$ cat src/rtl/timer_pkg.sv
// Shared definitions for the FF04-FF07 divider/timer block: register indices,
// sequencer states and the TAC tap positions within the M-cycle divider.
package timer_pkg;

  localparam logic [1:0] REG_DIV  = 2'd0;
  localparam logic [1:0] REG_TIMA = 2'd1;
  localparam logic [1:0] REG_TMA  = 2'd2;
  localparam logic [1:0] REG_TAC  = 2'd3;

  typedef enum logic [1:0] {
    ST_RUN = 2'd0,
    ST_OVF = 2'd1,
    ST_RLD = 2'd2
  } state_t;

  // Divider bit watched for each TAC[1:0] frequency select.
  localparam int TAP_SEL0 = 7;  // 4096 Hz
  localparam int TAP_SEL1 = 1;  // 262144 Hz
  localparam int TAP_SEL2 = 3;  // 65536 Hz
  localparam int TAP_SEL3 = 5;  // 16384 Hz

endpackage

$ cat src/rtl/timer_edge.sv
// Selects the TAC-enabled divider tap and flags its falling edge. Any cause of
// a 1->0 transition (count, DIV clear, TAC change) produces a tick.
module timer_edge
  import timer_pkg::*;
#(
  parameter int DIV_W = 14
) (
  input  logic             clk,
  input  logic             srst,
  input  logic [DIV_W-1:0] div_next,
  input  logic [2:0]       tac,
  output logic             tick
);

  logic sel_bit;
  logic tap_d;
  logic tap_q;

  always_comb begin
    case (tac[1:0])
      2'b00:   sel_bit = div_next[TAP_SEL0];
      2'b01:   sel_bit = div_next[TAP_SEL1];
      2'b10:   sel_bit = div_next[TAP_SEL2];
      default: sel_bit = div_next[TAP_SEL3];
    endcase
    tap_d = tac[2] & sel_bit;
  end

  always_ff @(posedge clk) begin
    if (srst) begin
      tap_q <= 1'b0;
    end else begin
      tap_q <= tap_d;
    end
  end

  assign tick = tap_q & ~tap_d;

endmodule

$ cat src/rtl/timer_ctrl.sv
// Divider/timer sequencer: free-running divider, TIMA count with the
// overflow -> reload sequence, timer interrupt pulse and CPU register window.
module timer_ctrl
  import timer_pkg::*;
#(
  parameter int DIV_W   = 14,
  parameter int APU_TAP = 10
) (
  input  logic             boga1mhz,
  input  logic             reset,
  input  logic             ff04_ff07,
  input  logic [1:0]       addr,
  input  logic             cpu_wr,
  input  logic             cpu_rd,
  input  logic [7:0]       din,
  output logic [7:0]       dout,
  output logic             dout_oe,
  output logic             irq_timer,
  output logic [DIV_W-1:0] div_bits,
  output logic             apu_div_bit
);

  logic [DIV_W-1:0] div_d, div_q;
  logic [7:0]       tima_d, tima_q;
  logic [7:0]       tma_d, tma_q;
  logic [2:0]       tac_d, tac_q;
  logic             irq_d, irq_q;
  state_t           state_d, state_q;

  logic wr_en, wr_div, wr_tima, wr_tma, wr_tac;
  logic tick;

  assign wr_en   = ff04_ff07 & cpu_wr;
  assign wr_div  = wr_en & (addr == REG_DIV);
  assign wr_tima = wr_en & (addr == REG_TIMA);
  assign wr_tma  = wr_en & (addr == REG_TMA);
  assign wr_tac  = wr_en & (addr == REG_TAC);

  always_comb begin
    div_d = wr_div ? '0 : div_q + DIV_W'(1);
    tma_d = wr_tma ? din : tma_q;
    tac_d = wr_tac ? din[2:0] : tac_q;
  end

  // Edge detector sees the post-write divider and TAC, so clears and TAC
  // writes can tick in the very cycle they happen.
  timer_edge #(.DIV_W(DIV_W)) u_edge (
    .clk      (boga1mhz),
    .srst     (reset),
    .div_next (div_d),
    .tac      (tac_d),
    .tick     (tick)
  );

  always_comb begin
    state_d = state_q;
    tima_d  = tima_q;
    irq_d   = 1'b0;
    case (state_q)
      ST_RUN: begin
        if (wr_tima) begin
          tima_d = din;
        end else if (tick) begin
          if (tima_q == 8'hFF) begin
            tima_d  = 8'h00;
            state_d = ST_OVF;
          end else begin
            tima_d = tima_q + 8'd1;
          end
        end
      end
      ST_OVF: begin
        if (wr_tima) begin
          tima_d  = din;
          state_d = ST_RUN;
        end else begin
          tima_d  = tma_d;
          irq_d   = 1'b1;
          state_d = ST_RLD;
        end
      end
      ST_RLD: begin
        state_d = ST_RUN;
        if (wr_tma) begin
          tima_d = din;
        end else if (tick) begin
          if (tima_q == 8'hFF) begin
            tima_d  = 8'h00;
            state_d = ST_OVF;
          end else begin
            tima_d = tima_q + 8'd1;
          end
        end
      end
      default: state_d = ST_RUN;
    endcase
  end

  always_ff @(posedge boga1mhz) begin
    if (reset) begin
      div_q   <= '0;
      tima_q  <= 8'h00;
      tma_q   <= 8'h00;
      tac_q   <= 3'b000;
      irq_q   <= 1'b0;
      state_q <= ST_RUN;
    end else begin
      div_q   <= div_d;
      tima_q  <= tima_d;
      tma_q   <= tma_d;
      tac_q   <= tac_d;
      irq_q   <= irq_d;
      state_q <= state_d;
    end
  end

  assign dout_oe = ff04_ff07 & cpu_rd;

  always_comb begin
    dout = 8'h00;
    if (dout_oe) begin
      case (addr)
        REG_DIV:  dout = div_q[DIV_W-1 -: 8];
        REG_TIMA: dout = tima_q;
        REG_TMA:  dout = tma_q;
        default:  dout = {5'b11111, tac_q};
      endcase
    end
  end

  assign irq_timer   = irq_q;
  assign div_bits    = div_q;
  assign apu_div_bit = div_q[APU_TAP];

endmodule

$ cat config.mk
export PLATFORM = sky130hd
export DESIGN_NAME = timer_ctrl
export DESIGN_NICKNAME = d
export VERILOG_FILES = /design/src/rtl/timer_pkg.sv /design/src/rtl/timer_edge.sv /design/src/rtl/timer_ctrl.sv
export SDC_FILE = /design/constraint.sdc
export NUM_CORES = 1
export LEC_CHECK = 0
export BUFFER_PORTS_ARGS = -buffer_cell sky130_fd_sc_hd__buf_4
export CAP_MARGIN = 20
export CORE_MARGIN = 2
export CORE_UTILIZATION = 48
export DETAILED_ROUTE_END_ITERATION = 7
export GPL_TIMING_DRIVEN = 0
export PLACE_DENSITY = 0.81
export SETUP_SLACK_MARGIN = 0.15
export SLEW_MARGIN = 20
export SYNTH_ARGS = -nofsm -noshare
export SYNTH_HDL_FRONTEND = slang
export SYNTH_HIERARCHICAL = 1
export SYNTH_SLANG_ARGS = --single-unit
$ cat constraint.sdc
create_clock -name boga1mhz -period 2.95 [get_ports boga1mhz]
set_input_delay 0.4425 -clock boga1mhz [delete_from_list [all_inputs] [get_ports boga1mhz]]
set_output_delay 0.4425 -clock boga1mhz [all_outputs]
set_load 0.02 [all_outputs]
==> impl_metrics.env, run 1 <==
export IMPL_outcome="complete, no violations"
export IMPL_maxCapViolCount=0
export IMPL_core_sq_mm=0.00479
export IMPL_drtIter0Drc=224
export IMPL_min_to="u_edge/tap_q"
export IMPL_worstSetupPathType="in -> reg"
export IMPL_area_growth_pct=25.8
export IMPL_ys_warn_count=6
export IMPL_antenna_left=0
export IMPL_power_uw=1110
export IMPL_start_util_pct=50.7
export IMPL_cts_buffer_depth=2
export IMPL_finalInstanceArea_sq_mm=0.00305
export IMPL_nNetsFinal=382
export IMPL_vias=2577
export IMPL_synth_area_sq_mm=0.00242
export IMPL_dpl_cell_area_sq_mm=0.00281
export IMPL_r2r_cells=13
export IMPL_fp_dieH_um=75.1
export IMPL_syn_num_nets=326
export IMPL_hold_depth=2
export IMPL_row_count=25
export IMPL_drt_total_wl_mm=7.18
export IMPL_postLayoutCoreUtil_pct=63.7
export IMPL_cts_tree="built"
export IMPL_cts_clk_slew_worst_paths_ns=0.08
export IMPL_antenna_found_initial=0
export IMPL_first_pass_iters=7
export IMPL_avgRoutedWirePerCell_um=16.8
export IMPL_fin_skew_ns=0.00892
export IMPL_clkLatencyLatePin_ns=0.30
export IMPL_p_leak_uw=0.00119
export IMPL_slowest_delay_ns=0.40
export IMPL_grt_use_met2_pct=40.0
export IMPL_grt_pass1_vias=2249
export IMPL_min_path_type="in -> reg"
export IMPL_use_met1_pct=35.5
export IMPL_maxSlewViolCount=0
export IMPL_gp_congestion=0.966
export IMPL_grt_max_degree=12
export IMPL_crit_slowest_cell="o211ai_1"
export IMPL_crit_path_end_kind="register"
export IMPL_antenna_cells=0
export IMPL_cts_root_buffer="clkbuf_8"
export IMPL_die_w_um=75.1
export IMPL_final_cells=428
export IMPL_drc=0
export IMPL_required_ns=3.14
export IMPL_htree_levels=2
export IMPL_clock_sinks=37
export IMPL_peakVddDrop_uv=361
export IMPL_arrival_ns=2.94
export IMPL_drive_gt1_share_pct=27.1
export IMPL_worstMarginPinSlew_ns=0.652
export IMPL_postCtsHoldBufs=0
export IMPL_timing_hold_ws_ns=0.338
export IMPL_rrSetupSlack_ns=0.21
export IMPL_dp_hpwl_mm=4.87
export IMPL_cp_start_kind="input port"
export IMPL_power_density_mw_per_mm2=362
export IMPL_fin_crit_ns=2.75
export IMPL_grt_busiest_layer="met2"
export IMPL_crit_chain="buf_4, buf_4, nand3_2, mux2_2, mux2i_1, o22ai_2, nor2_1, buf_4, nand4_1, o211ai_1, o211ai_1, a211oi_2, o21ai_1"
export IMPL_viasPerCell=6.02
export IMPL_period_share_pct=93.3
export IMPL_avgSynthCellArea_sq_um=7.95
export IMPL_fmax_ghz=0.363
export IMPL_dp_cells=411
export IMPL_die_area_sq_mm=0.00564
export IMPL_slew_headroom_pct=56.4
export IMPL_rsz0062_at_grt="yes"
export IMPL_finalSetupViolCount=0
export IMPL_io_pins=40
export IMPL_r2r_start="div_bits[0]"
export IMPL_hold_start="reset"
export IMPL_grtUsageMet3_pct=4.55
export IMPL_syn_instance_count=305
export IMPL_grt_total_usage_pct=25.8
export IMPL_cts_inserted_buffers=5
export IMPL_worst_path_most_repeated_cell="buf_4"
export IMPL_path_max_fanout=10
export IMPL_portBuffers=39
export IMPL_grt_pass1_wl_mm=10.9
export IMPL_hold_violations=0
export IMPL_reg2reg_to="tima_q[3]"
export IMPL_overflow=0
## critical path, delay by kind of cell
| family | cells | cell delay, ns |
|---|---|---|
| simple gates | 3 | 0.43 |
| buf+inv | 3 | 0.49 |
| mux | 2 | 0.56 |
| compound gates | 5 | 1.02 |
## metrics by stage
stage	TNS (ns)	setup WS, ns
after CTS	0	0.189
after floorplan	0	0.221
after detailed placement	-1.43	-0.378
after global routing	0	0.0574
after global placement	-1.50	-0.425
final	0	0.197
## registers in the layout (all words and copies together) (netlist names)
register and cells:
div_bits 14, tima_q 8, tma_q 8, tac_q 3, state_q 2, irq_timer 1
u_edge/tap_q 1
## area by class of cell
cell class	count	area, sq um
Timing Repair Buffer	49	368
Inverter	9	33.8
Buffer	20	98.8
Multi-Input combinational cell	239	1610
Tap cell	67	83.8
Clock buffer	5	68.8
Sequential cell	37	751
Fill cell	417	1740
Clock inverter	2	35.0
## report_power, final
group | switching [uW] | internal, uW
clock network | 194 | 246
registers | 12.4 | 509
logic | 81.7 | 62.4
## cells in the final DEF, fill, tap and decap left out, types with 6 or more instances in the layout
cell / instances
ha_1: 6
mux2_2: 13
buf_4: 54
nand4_1: 8
a21oi_1: 17
nor3_1: 8
nor2b_1: 10
clkbuf_1: 10
xor2_1: 14
nand3_1: 10
dfxtp_1: 33
nand2_1: 40
nor2_1: 33
inv_1: 9
## repair_timing
action | 4_1_cts | 5_1_grt
setup endpoints to repair | 4 | 8
setup buffers | 4 | 6
resized for setup | 7 | 23
hold endpoints to repair | 0 | 0
cloned | 0 | 0
pin swaps | 2 | 10
## worst max path at each step
stage                startpoint        end  cells past startpoint
floorplan               addr[1]  tima_q[0]                     13
CTS                   ff04_ff07  tima_q[7]                     12
global route        div_bits[0]  tima_q[3]                     13
global placement        addr[1]  tima_q[0]                     14
finish                  addr[0]  tima_q[3]                     13
detailed placement      addr[1]  tima_q[0]                     14
## routing by layer
| layer | up-vias | share of wire [%] |
|---|---|---|
| met3 | 34 | 7.8 |
| met4 | 0 | 2.8 |
| met5 | - | 0 |
| met2 | 150 | 47 |
| met1 | 1187 | 43 |
| li1 | 1206 | - |
Note: power is estimated with default switching activity, not from simulation.
==> run 2: changes to the inputs <==
--- a/config.mk
+++ b/config.mk
@@ -7,10 +7,9 @@
 export LEC_CHECK = 0
 export BUFFER_PORTS_ARGS = -buffer_cell sky130_fd_sc_hd__buf_4
 export CAP_MARGIN = 20
-export CORE_MARGIN = 2
+export CORE_MARGIN = 8
 export CORE_UTILIZATION = 48
 export DETAILED_ROUTE_END_ITERATION = 7
-export GPL_TIMING_DRIVEN = 0
 export PLACE_DENSITY = 0.81
 export SETUP_SLACK_MARGIN = 0.15
 export SLEW_MARGIN = 20
==> constraint.sdc (replaced) <==
create_clock -name boga1mhz -period 2.95 [get_ports boga1mhz]
set_input_delay 0.59 -clock boga1mhz [delete_from_list [all_inputs] [get_ports boga1mhz]]
set_output_delay 0.59 -clock boga1mhz [all_outputs]
set_load 0.02 [all_outputs]
==> run 2 against run 1 <==
  * Sequential power is essentially flat
  * Critical path type unchanged
  * Via count is 5.4% lower
  * Highest routed layer unchanged
  * Die area rose by 35%
==> impl_metrics.env, run 2 (synthesis results as in run 1) <==
export IMPL_cts_clk_slew_worst_paths_ns=0.08
export IMPL_hold_violations=0
export IMPL_die_w_um=87.1
export IMPL_nNetsFinal=369
export IMPL_post_place_ws_ns=-0.103
export IMPL_fin_skew_ns=0.00753
export IMPL_drive_gt1_share_pct=25.8
export IMPL_first_pass_iters=5
export IMPL_antenna_left=0
export IMPL_required_ns=3.18
export IMPL_dpl_cell_area_sq_mm=0.00284
export IMPL_drtIter0Drc=186
export IMPL_start_util_pct=48.7
export IMPL_final_cells=419
export IMPL_grt_total_usage_pct=17.5
export IMPL_worstMarginPinSlew_ns=0.583
export IMPL_core_sq_mm=0.00498
export IMPL_power_uw=1020
export IMPL_io_pins=40
export IMPL_largest_reg_flops=14
export IMPL_fp_dieH_um=87.1
export IMPL_grt_pass1_vias=2269
export IMPL_crit_path_end_kind="register"
export IMPL_slew_headroom_pct=61.1
export IMPL_area_growth_pct=22.4
export IMPL_maxCapViolCount=0
export IMPL_grt_pass1_wl_mm=10.6
export IMPL_dp_hpwl_mm=4.87
export IMPL_arrival_ns=2.87
export IMPL_path_max_fanout=4
export IMPL_peakVddDrop_uv=256
export IMPL_final_common_cell="buf_4"
export IMPL_power_density_mw_per_mm2=342
export IMPL_row_count=26
export IMPL_avgRoutedWirePerCell_um=15.7
export IMPL_cts_tree="built"
export IMPL_clkLatencyLatePin_ns=0.30
export IMPL_cts_inserted_buffers=5
export IMPL_grt_max_degree=33
export IMPL_cp_start_kind="input port"
export IMPL_cts_buffer_depth=2
export IMPL_fmax_ghz=0.378
export IMPL_setup_tns_ns=0
export IMPL_viasPerCell=5.82
export IMPL_min_path_type="reg -> reg"
export IMPL_finalInstanceArea_sq_mm=0.00297
export IMPL_antenna_found_initial=0
export IMPL_die_area_sq_mm=0.00758
export IMPL_maxSlewViolCount=0
export IMPL_outcome="complete, no violations"
export IMPL_finalSetupViolCount=0
export IMPL_clock_sinks=37
export IMPL_worst_slack_ns=0.305
export IMPL_vias=2438
export IMPL_gp_congestion=0.900
export IMPL_portBuffers=39
export IMPL_dp_cells=410
export IMPL_fill_cells=458
export IMPL_drc=0
export IMPL_period_share_pct=89.6
export IMPL_fin_crit_ns=2.64
export IMPL_p_leak_uw=0.00116
export IMPL_final_cell_mix="buf_4 (55), nand2_1 (40), dfxtp_1 (37)"
export IMPL_overflow=0
export IMPL_worstSetupPathType="in -> reg"
export IMPL_drt_total_wl_mm=6.56
export IMPL_rsz0062_at_grt="no"
export IMPL_antenna_cells=0
export IMPL_cts_root_buffer="clkbuf_8"
export IMPL_htree_levels=2
run 2: cell count changes in the layout (fill, tap and decap cells not counted), sizes merged:
cell    previous run  this run
buf               59        56
clkinv             1         2
clkbuf            15         6
bufinv             1         0
run 2: power breakdown:
group / internal (uW) / switching (uW)
logic: 62.8 / 74.4
clock network: 164 / 191
registers: 509 / 14.5
total: 736 / 280
run 2: layer usage:
layer	vias to the layer above	wire (um)	global-route usage, %
met5	-	0	0
met4	0	88	6.42
met3	11	549	3.77
met2	95	3120	28.7
met1	1160	2800	21.8
li1	1172	-	-
run 2: critical path, stage by stage:
cell      delay (ns)
buf_4           0.11
and2_4          0.16
nand3_2         0.09
buf_4           0.13
mux2_2          0.35
nand2b_1        0.16
o22ai_2         0.18
nor2_4          0.08
nand4_1         0.17
buf_4           0.15
nor2_1          0.07
a21o_1          0.19
or3b_1          0.37
o211ai_1        0.09
run 2: area by class of cell:
| cell class | instances | area (sq um) | area share [%] |
|---|---|---|---|
| inverter | 9 | 33.8 | 1.14 |
| sequential | 37 | 741 | 24.9 |
| multi-input combinational | 239 | 1600 | 53.9 |
| timing repair buffer | 56 | 424 | 14.3 |
| tap | 70 | 87.6 | 2.95 |
| clock inverter | 2 | 10.0 | 0.337 |
| clock buffer | 6 | 72.6 | 2.44 |
run 2: worst paths after layout:
| kind | startpoint | end | slack [ns] | depth (start not counted) |
|---|---|---|---|---|
| setup / recovery | ff04_ff07 | tima_q[5] | 0.31 | 14 |
| hold / removal | tma_q[7] | tma_q[7] | 0.49 | 2 |
| setup reg to reg | div_bits[3] | tima_q[3] | 0.31 | 12 |
| hold reg to reg | tma_q[7] | tma_q[7] | 0.49 | 2 |
run 2: per-stage QoR:
stage | util (%) | hold slack, ns
finish | 59.7 | 0.486
global placement | 57.1 | 0.472
detailed placement | 57.1 | 0.473
floorplan | - | 0.442
global route | 59.7 | 0.522
CTS | 58.8 | 0.486
run 2: what timing repair did:
| action | in CTS | in global routing |
|---|---|---|
| buffers inserted | 0 | 1 |
| hold buffers | 0 | 0 |
| endpoints found under the setup margin | 0 | 7 |
| resized for setup | 0 | 11 |
==> run 3: changes to the inputs <==
--- a/config.mk
+++ b/config.mk
@@ -11,6 +11,7 @@
 export CORE_UTILIZATION = 48
 export DETAILED_ROUTE_END_ITERATION = 7
 export PLACE_DENSITY = 0.81
+export RECOVER_POWER = 25
 export SETUP_SLACK_MARGIN = 0.15
 export SLEW_MARGIN = 20
 export SYNTH_ARGS = -nofsm -noshare
==> run 3 against run 2 <==
  * Cell count unchanged
  * Via count increased by 0.41%
  * Utilization decreased by 0.33 points
  * Clock skew decreased by 0.0018 ns
  * Largest power group unchanged
  * Critical path depth decreased by 2
  * Sequential share of layout area increased by 0.14 points
  * Clock power about the same
  * Hold slack got worse by 0.0016 ns
  * Critical path type unchanged
==> impl_metrics.env, run 3 (synthesis results as in run 1) <==
export IMPL_outcome="complete, no violations"
export IMPL_gp_congestion=0.900
export IMPL_cts_buffer_depth=2
export IMPL_clock_sinks=37
export IMPL_clkLatencyLatePin_ns=0.29
export IMPL_cp_start_kind="input port"
export IMPL_start_util_pct=48.7
export IMPL_pwr_share_seq_pct=51.6
export IMPL_reg2reg_to="tima_q[3]"
export IMPL_largest_reg_flops=14
export IMPL_wl_met2_mm=3.12
export IMPL_fin_skew_ns=0.00577
export IMPL_wl_met1_mm=2.90
export IMPL_antenna_cells=0
export IMPL_worstSetupPathType="in -> reg"
export IMPL_rsz0062_at_grt="no"
export IMPL_top_layer_used="met4"
export IMPL_path_max_fanout=4
export IMPL_route_met3_wl_um=502
export IMPL_dp_hpwl_mm=4.87
export IMPL_cts_root_buffer="clkbuf_8"
export IMPL_io_pins=40
export IMPL_htree_levels=2
export IMPL_die_area_sq_mm=0.00758
export IMPL_period_share_pct=91.3
export IMPL_maxSlewViolCount=0
export IMPL_core_sq_mm=0.00498
export IMPL_die_w_um=87.1
export IMPL_p_sw_uw=280
export IMPL_maxCapViolCount=0
export IMPL_antenna_left=0
export IMPL_fill_cells=461
export IMPL_area_growth_pct=21.8
export IMPL_drc=0
export IMPL_p_int_uw=735
export IMPL_r2r_cells=12
export IMPL_hold_depth=2
export IMPL_final_common_cell="buf_4"
export IMPL_min_path_type="reg -> reg"
export IMPL_power_uw=1010
export IMPL_overflow=0
export IMPL_grt_pass1_vias=2269
export IMPL_grt_total_usage_pct=17.5
export IMPL_postLayoutCoreUtil_pct=59.3
export IMPL_finalSetupViolCount=0
export IMPL_cts_inserted_buffers=5
export IMPL_fin_crit_ns=2.69
export IMPL_crit_path_end_kind="register"
export IMPL_arrival_ns=2.88
export IMPL_dpl_cell_area_sq_mm=0.00284
export IMPL_vias=2448
export IMPL_required_ns=3.13
export IMPL_hold_violations=0
export IMPL_slew_headroom_pct=60.0
export IMPL_final_cell_mix="buf_4 (53), nand2_1 (40), dfxtp_1 (37)"
export IMPL_r2r_start="div_bits[3]"
export IMPL_fmax_ghz=0.371
export IMPL_seqCellArea_sq_um=741
export IMPL_antenna_found_initial=0
export IMPL_grt_max_degree=33
export IMPL_cts_tree="built"
export IMPL_power_density_mw_per_mm2=344
export IMPL_viasPerCell=5.84
export IMPL_row_count=26
export IMPL_nNetsFinal=369
export IMPL_first_pass_iters=5
export IMPL_grt_pass1_wl_mm=10.6
export IMPL_hold_start="tma_q[7]"
export IMPL_sw_frac_of_total_pct=27.6
export IMPL_peakVddDrop_uv=254
export IMPL_pwr_share_comb_pct=13.4
export IMPL_min_to="tma_q[7]"
export IMPL_drive_gt1_share_pct=24.4
export IMPL_multi_input_area_sq_mm=0.00159
export IMPL_timing_hold_ws_ns=0.484
export IMPL_fp_dieH_um=87.1
export IMPL_portBuffers=39
export IMPL_worstMarginPinSlew_ns=0.600
export IMPL_avgRoutedWirePerCell_um=15.8
export IMPL_drt_total_wl_mm=6.62
export IMPL_cts_clk_slew_worst_paths_ns=0.08
export IMPL_finalInstanceArea_sq_mm=0.00295
export IMPL_rrSetupSlack_ns=0.33
export IMPL_clock_power_share_pct=35.0
export IMPL_p_leak_uw=0.00115
export IMPL_drtIter0Drc=182
[run 3: final cells by class]
type	instances	share of cell area (%)
Clock buffer	6	2.46
Clock inverter	2	0.339
Inverter	9	1.14
Multi-Input combinational cell	239	53.9
Sequential cell	37	25.1
Tap cell	70	2.97
Timing Repair Buffer	56	14.1
[run 3: how the worst max path moves through the flow]
stage | start | to | slack, ns | cells after the start
after floorplan | ff04_ff07 | tima_q[5] | 0.16 | 12
after global placement | ff04_ff07 | tima_q[0] | 0.03 | 12
after detailed placement | cpu_wr | tima_q[0] | -0.10 | 12
after CTS | cpu_wr | tima_q[0] | 0.19 | 12
after global routing | ff04_ff07 | tima_q[3] | 0.05 | 14
final | ff04_ff07 | tima_q[3] | 0.26 | 12
[run 3: power by group through the flow]
| stage | Combinational [uW] | Clock [uW] | Sequential (uW) |
|---|---|---|---|
| floorplan | 76.6 | 0 | 533 |
| global placement | 132 | 0 | 534 |
| detailed placement | 133 | 0 | 535 |
| CTS | 134 | 360 | 523 |
| global route | 148 | 383 | 525 |
| finish | 136 | 355 | 524 |
[run 3: critical path: stages]
cell and delay (ns):
buf_4 0.11, and2_4 0.16, nand3_2 0.08, mux2_1 0.40, mux2i_2 0.24, o22ai_2 0.13
nor2_4 0.15, nand4_1 0.20, o211ai_1 0.33, o211ai_1 0.13, a211oi_1 0.25, o21ai_1 0.10
[run 3: what timing repair did]
action,CTS,global route
setup buffers,0,1
hold endpoints to repair,0,0
hold buffers,0,0
endpoints found under the setup margin,0,7
resized for setup,0,11
[run 3: layer usage]
layer / GRT usage, % / vias to the layer above
met5: 0 / -
met4: 6.42 / 0
met3: 3.77 / 14
met2: 28.7 / 88
met1: 21.8 / 1172
li1: - / 1174
[run 3: stage by stage]
step	std cells	setup TNS, ns	setup WS [ns]
3_5_place_dp	410	-0.287	-0.103
4_1_cts	418	0	0.188
3_3_place_gp	410	0	0.0337
5_1_grt	419	0	0.0510
2_1_floorplan	305	0	0.164
6_report	419	0	0.256
